File: config.mk
export PLATFORM = sky130hd
export DESIGN_NAME = config_table_loader_flat
export DESIGN_NICKNAME = d
export VERILOG_FILES = /design/src/rtl/config_table_loader_pkg.sv /design/src/rtl/config_table_loader_if.sv /design/src/rtl/config_table_loader.sv /design/src/flat_wrapper.sv
export SDC_FILE = /design/constraint.sdc
export NUM_CORES = 1
export LEC_CHECK = 0
export ABC_AREA = 0
export CORE_AREA = 3 3 408 410
export DETAILED_ROUTE_END_ITERATION = 10
export DIE_AREA = 0 0 411 413
export DONT_BUFFER_PORTS = 1
export SYNTH_ARGS = -nofsm -noshare
export SYNTH_HDL_FRONTEND = slang
export SYNTH_SLANG_ARGS = --single-unit
export TNS_END_PERCENT = 50
File: constraint.sdc
create_clock -name clk -period 3.5 [get_ports clk]
set_clock_uncertainty 0.05 [all_clocks]
set_input_delay 0.35 -clock clk [delete_from_list [all_inputs] [get_ports clk]]
set_output_delay 0.35 -clock clk [all_outputs]
set_load 0.01 [all_outputs]
File: src/rtl/config_table_loader_pkg.sv
// -----------------------------------------------------------------------------
// config_table_loader_pkg
// Shared constants, FSM state type and a small helper for the configuration
// table loader.
//   phit_size    : AXIS tdata width and table write-data width
//   dwidth_RFadd : table entry address width
//   depth_RF     : number of table entries (2**dwidth_RFadd)
//   HDR_*        : header beat field positions
// -----------------------------------------------------------------------------
package config_table_loader_pkg;

  localparam int phit_size    = 512;
  localparam int dwidth_RFadd = 4;
  localparam int depth_RF     = 1 << dwidth_RFadd;

  localparam int HDR_BASE_LSB = 0;
  localparam int HDR_CNT_LSB  = 16;
  localparam int HDR_CNT_W    = 16;

  // 2*65535 beats fit in 17 bits, so the beat index never wraps.
  localparam int BEAT_CNT_W   = HDR_CNT_W + 1;
  localparam int ENTRIES_W    = dwidth_RFadd + 1;

  typedef enum logic [1:0] {IDLE, LOAD, DRAIN} cfg_ld_state_t;

  // Distinct table entries touched by an N-entry packet. When N exceeds the
  // table depth the addresses wrap, so at most depth_RF entries hold data.
  function automatic logic [ENTRIES_W-1:0] entries_written(input logic [HDR_CNT_W-1:0] n);
    if (n > HDR_CNT_W'(depth_RF)) begin
      return ENTRIES_W'(depth_RF);
    end
    return n[ENTRIES_W-1:0];
  endfunction

endpackage

File: src/rtl/config_table_loader_if.sv
// -----------------------------------------------------------------------------
// config_table_loader_if
// AXI-Stream (H2C) beat interface feeding the configuration table loader.
//   tdata  : stream data, phit_size bits
//   tvalid : stream valid
//   tlast  : last beat of packet
//   tready : stream ready (driven by the loader)
// modport master : upstream source (QDMA side)
// modport slave  : loader side
// -----------------------------------------------------------------------------
interface config_table_loader_if;
  import config_table_loader_pkg::*;

  logic [phit_size-1:0] tdata;
  logic                 tvalid;
  logic                 tlast;
  logic                 tready;

  modport master (output tdata, output tvalid, output tlast, input tready);
  modport slave  (input tdata, input tvalid, input tlast, output tready);

endinterface

File: src/rtl/config_table_loader.sv
// -----------------------------------------------------------------------------
// config_table_loader
// Parses a one-beat header (base entry, entry count N) followed by 2 beats per
// table entry (control phit, then immediate phit) and drives the table write
// port. Malformed packets pulse err; clean packets pulse done.
// Ports:
//   clk, rst_n     : clock, asynchronous active-low reset
//   s_axis         : stream input (slave modport)
//   lock           : high -> no new packet may start
//   wr_en/wr_add/wr_half/wr_data : registered table write port
//   busy           : packet in progress
//   done, err      : 1-cycle completion pulses, aligned with the last write
//   entries_loaded : entries written by the last clean packet
// -----------------------------------------------------------------------------
module config_table_loader
  import config_table_loader_pkg::*;
(
  input  logic                    clk,
  input  logic                    rst_n,
  config_table_loader_if.slave    s_axis,
  input  logic                    lock,
  output logic                    wr_en,
  output logic [dwidth_RFadd-1:0] wr_add,
  output logic                    wr_half,
  output logic [phit_size-1:0]    wr_data,
  output logic                    busy,
  output logic                    done,
  output logic                    err,
  output logic [ENTRIES_W-1:0]    entries_loaded
);

  cfg_ld_state_t           state_reg, state_next;
  logic [BEAT_CNT_W-1:0]   k_reg, k_next;
  logic [dwidth_RFadd-1:0] base_reg, base_next;
  logic [HDR_CNT_W-1:0]    n_reg, n_next;

  logic                    wr_en_next, wr_half_next, done_next, err_next;
  logic [dwidth_RFadd-1:0] wr_add_next;
  logic [phit_size-1:0]    wr_data_next;
  logic [ENTRIES_W-1:0]    entries_next;

  logic                    accept;
  logic [dwidth_RFadd-1:0] hdr_base;
  logic [HDR_CNT_W-1:0]    hdr_cnt;
  logic [BEAT_CNT_W-1:0]   last_k;

  // Only the header can be held off; payload beats are always taken.
  // Gated by rst_n so that every output reads 0 while in reset.
  assign s_axis.tready = rst_n && ((state_reg != IDLE) || !lock);
  assign accept        = s_axis.tvalid && s_axis.tready;
  assign busy          = (state_reg != IDLE);

  assign hdr_base = s_axis.tdata[HDR_BASE_LSB +: dwidth_RFadd];
  assign hdr_cnt  = s_axis.tdata[HDR_CNT_LSB +: HDR_CNT_W];
  assign last_k   = {n_reg, 1'b0} - BEAT_CNT_W'(1);

  always_comb begin
    state_next   = state_reg;
    k_next       = k_reg;
    base_next    = base_reg;
    n_next       = n_reg;
    wr_en_next   = 1'b0;
    wr_add_next  = wr_add;
    wr_half_next = wr_half;
    wr_data_next = wr_data;
    done_next    = 1'b0;
    err_next     = 1'b0;
    entries_next = entries_loaded;

    unique case (state_reg)
      IDLE: begin
        if (accept) begin
          if (hdr_cnt == '0) begin
            if (s_axis.tlast) begin
              done_next    = 1'b1;
              entries_next = '0;
            end else begin
              // Empty header with trailing beats: flag it and swallow the rest.
              err_next   = 1'b1;
              state_next = DRAIN;
            end
          end else if (s_axis.tlast) begin
            err_next = 1'b1;
          end else begin
            state_next = LOAD;
            base_next  = hdr_base;
            n_next     = hdr_cnt;
            k_next     = '0;
          end
        end
      end
      LOAD: begin
        if (accept) begin
          wr_en_next   = 1'b1;
          // k/2 selects the entry, k[0] the half; the sum wraps at depth_RF.
          wr_add_next  = base_reg + k_reg[dwidth_RFadd:1];
          wr_half_next = k_reg[0];
          wr_data_next = s_axis.tdata;
          k_next       = k_reg + BEAT_CNT_W'(1);
          if (k_reg == last_k) begin
            if (s_axis.tlast) begin
              done_next    = 1'b1;
              entries_next = entries_written(n_reg);
              state_next   = IDLE;
            end else begin
              err_next   = 1'b1;
              state_next = DRAIN;
            end
          end else if (s_axis.tlast) begin
            err_next   = 1'b1;
            state_next = IDLE;
          end
        end
      end
      DRAIN: begin
        if (accept && s_axis.tlast) begin
          state_next = IDLE;
        end
      end
      default: state_next = IDLE;
    endcase
  end

  always_ff @(posedge clk or negedge rst_n) begin
    if (!rst_n) begin
      state_reg      <= IDLE;
      k_reg          <= '0;
      base_reg       <= '0;
      n_reg          <= '0;
      wr_en          <= 1'b0;
      wr_add         <= '0;
      wr_half        <= 1'b0;
      wr_data        <= '0;
      done           <= 1'b0;
      err            <= 1'b0;
      entries_loaded <= '0;
    end else begin
      state_reg      <= state_next;
      k_reg          <= k_next;
      base_reg       <= base_next;
      n_reg          <= n_next;
      wr_en          <= wr_en_next;
      wr_add         <= wr_add_next;
      wr_half        <= wr_half_next;
      wr_data        <= wr_data_next;
      done           <= done_next;
      err            <= err_next;
      entries_loaded <= entries_next;
    end
  end

endmodule

File: src/flat_wrapper.sv
// flat-port wrapper written by rule: the top's interface ports become plain ports
module config_table_loader_flat import config_table_loader_pkg::*;
  (clk, rst_n, lock, wr_en, wr_add, wr_half, wr_data, busy, done, err, entries_loaded, s_axis_tdata, s_axis_tvalid, s_axis_tlast, s_axis_tready);
  config_table_loader_if s_axis_i ();
  input  logic clk;
  input  logic rst_n;
  input  logic lock;
  output logic wr_en;
  output logic [dwidth_RFadd-1:0] wr_add;
  output logic wr_half;
  output logic [phit_size-1:0] wr_data;
  output logic busy;
  output logic done;
  output logic err;
  output logic [ENTRIES_W-1:0] entries_loaded;
  input wire logic [$bits(s_axis_i.tdata)-1:0] s_axis_tdata;
  input wire logic [$bits(s_axis_i.tvalid)-1:0] s_axis_tvalid;
  input wire logic [$bits(s_axis_i.tlast)-1:0] s_axis_tlast;
  output wire logic [$bits(s_axis_i.tready)-1:0] s_axis_tready;
  assign s_axis_i.tdata = s_axis_tdata;
  assign s_axis_i.tvalid = s_axis_tvalid;
  assign s_axis_i.tlast = s_axis_tlast;
  assign s_axis_tready = s_axis_i.tready;
  config_table_loader u_core (.clk(clk), .rst_n(rst_n), .s_axis(s_axis_i), .lock(lock), .wr_en(wr_en), .wr_add(wr_add), .wr_half(wr_half), .wr_data(wr_data), .busy(busy), .done(done), .err(err), .entries_loaded(entries_loaded));
endmodule
==> run metrics <==
main flop type after synthesis=dfrtp_1; startpoint types=flop; CP Class=reg2reg; Max FO, Critical Path=6; Int Power=between 0.015 and 0.02 W; LEAKAGE=15.58 nW; DPL Wire Length=between 90,000 and 100,000 um; EDFF count, synth=0; global-route usage over all layers=0.1371; Setup Viol. Count Final=0; Die H=just over 400 um; CTS tree=done; post-route ant nets=0; post-cts resize count=0; fillers=17,690; Sequential Power Share=0.535; clock network power share=0.288; fmax=about 300 MHz; peak supply drop=~0.00045 V; Yosys reg bits=~560; post-synth top area cell=dfrtp_1; pin count of the biggest net entering global routing=around 570; Worst slew margin=-0.1887; Layout Nets=3,492; via count of the routed design=19,940; clk_lat worst skew=around 0.68 ns; Synth area leaders=dfrtp_1 (64%), nand2_1 (27%), clkbuf_1 (1.7%); die area=between 0.15 and 0.2 mm^2; Post-Place Setup Slack=approximately 0.27 ns; top-area cell type share of the netlist area=0.6385; Avg WL per Cell=approximately 23 um; Core ar.=roughly 0.16 mm^2; IO Pins=approximately 1,000; fin crit period=about 3.3 ns; Syn Inst Count=around 2,500; Sequential Area=about 0.014 mm^2; number of global-route vias before repair=19,030; CTS Buf Count=72; status=finished, violations left; Critical Path Source=u_core.n_reg[0]$_DFFE_PN0P_; HP Class=in2async; chip width=411 um; Hold Buf Count CTS=515; Post-Syn Area=0.02210 mm^2; final WL=123,100 um; drt first pass iters=5; Post-Syn Area per Cell=8.920 um^2; worst slew pin tran=~1.8 ns; failing checks=negative hold slack, max-slew violations; Switching Share=0.4111; H-tree levels=3; Tcrit/Tclk final=0.9457; CP required=slightly below 4 ns; Pwr Density=843.4 mW/mm^2; async set-reset flop share out of synthesis=1.000; sequential fraction of the synthesis area=0.6385; Final Max Tran Viols=157; final hold viol count=roughly 560; max reg flops=about 510; antenna violations before repair=between 100 and 150; Root Buffer=clkbuf_16; first-pass GRT wire length=160,800 um; CTS sink count=564; RSZ-0062 raised after global routing=no; standard-cell rows=~150; layout cell share with drive strength beyond 1=0.05989; Hold WS=-0.6735 ns; library cells used by synthesis=between 50 and 60; area grow syn2layout=46.84%; Via density=between 3 and 4; DRC violations left=0; DR iter-0 viols=between 1,500 and 2,000; reg2reg start=u_core.n_reg[0]$_DFFE_PN0P_; CTS max path bufs=3; Overflow after GRT=0; combinational share of power=0.177; footprint of the multi-input gates=0.007440 mm^2; Buffers on Ports=0; Starting Density=0.1358; YS warnings=0; final worst slack=roughly 0.19 ns; maxcap violations=0; RePlAce Congestion=slightly above 0.9; crit path capture type=flop; final setup TNS=0 ns; Post-CTS Setup Inserts=0; net count after synthesis=between 3,000 and 4,000; switching pwr=0.01125 W; crit path DAT=3.77 ns; CTS clk-pin slew, worst paths=around 0.060 ns
cells in the mapped netlist (5+ instances only):
library cell and n:
nand3_1 8, a21oi_1 11, nor4_1 10, buf_2 21, clkbuf_1 101, nor2_1 26, ha_1 7, mux2_2 21
dfrtp_1 564, and3_1 10, a31oi_1 5, xnor2_1 8, o21ai_1 9, inv_1 14, nand2_1 1563, xor2_1 12
nand4_1 6, o21ai_0 26
metal layers:
| metal | vias up | wire [um] | GRT usage |
|---|---|---|---|
| li1 | 8710 | - | - |
| met1 | 9712 | 48570 | 0.1679 |
| met2 | 1127 | 50130 | 0.1878 |
| met3 | 321 | 14240 | 0.06208 |
| met4 | 74 | 9503 | 0.09789 |
| met5 | - | 612 | 0.006609 |
worst paths after layout:
check                                                  end  slack [ns]  cells past startpoint
min reg2reg                 u_core.base_reg[0]$_DFFE_PN0P_        0.46                      1
min in group clk           u_core.wr_data[351]$_DFFE_PN0P_        0.11                      4
max in group asynchronous  u_core.wr_data[468]$_DFFE_PN0P_        2.66                      0
max reg2reg                           u_core.err$_DFF_PN0_        0.19                      9
max                                   u_core.err$_DFF_PN0_        0.19                      9
min                          u_core.wr_data[2]$_DFFE_PN0P_       -0.67                      0
metrics by stage:
step | hold WS (ns) | utilization | area, um^2 | total power [W] | instances
2_1_floorplan | 0.004409 | - | 22100 | 0.01576 | 2478
3_3_place_gp | 0.02192 | 0.1514 | 24650 | 0.01893 | 4553
3_5_place_dp | 0.02169 | 0.1514 | 24650 | 0.01913 | 4553
4_1_cts | -0.7714 | 0.1984 | 32300 | 0.02784 | 5197
5_1_grt | -0.7269 | 0.1989 | 32370 | 0.02886 | 5227
6_report | -0.6735 | 0.1994 | 32460 | 0.02737 | 5260
power by group through the flow:
| stage | clock (W) | combinational, W | sequential, W |
|---|---|---|---|
| after global placement | 0 | 0.00405 | 0.0149 |
| after global routing | 0.00839 | 0.00560 | 0.0149 |
| after CTS | 0.00817 | 0.00484 | 0.0148 |
| final | 0.00787 | 0.00485 | 0.0146 |
| after detailed placement | 0 | 0.00423 | 0.0149 |
| after floorplan | 0 | 0.00337 | 0.0124 |
cell type report:
cell class	instances	area share
flip-flops and latches	564	0.4348
multi-input cells	1773	0.2292
repair buffers	541	0.1683
well taps	2175	0.08384
clock buffers	102	0.06522
clock inverters	27	0.01176
diodes	63	0.004857
inverters	15	0.001966
kinds of logic (layout without fill, tap and decap cells):
kind of cell	count (synthesis)	in the layout	share of synthesized area
simple gates	1648	1648	0.2889
flops	564	564	0.6385
buf+inv	141	685	0.02547
compound gates	73	73	0.02140
mux	23	23	0.01217
xor+xnor	21	21	0.008661
fa+ha+maj	8	8	0.004868
other cells	0	63	0
placed cells by master (no fill, tap or decap), drive strengths merged, types with 4 or more instances in the layout:
cell type	count
dlygate4sd3	515
a21oi	11
buf	26
mux2	21
nand4	6
dfrtp	564
xnor2	9
nand2	1563
nor2	26
xor2	12
inv	19
ha	7
bufinv	6
diode	63
nor4	13
nand3	10
or4	4
o21ai	35
a31oi	5
and3	10
clkbuf	102
clkinv	15
worst max-delay path: stages (launching register included):
cell,delay [ns]
dfrtp_1,0.44
inv_1,0.13
ha_1,0.22
or3b_2,0.52
nor4_1,0.27
xnor2_1,0.20
nand3_2,0.16
nor4_4,0.34
ha_1,0.28
a2111oi_0,0.54
No activity file was read; power rests on OpenSTA's default activity.
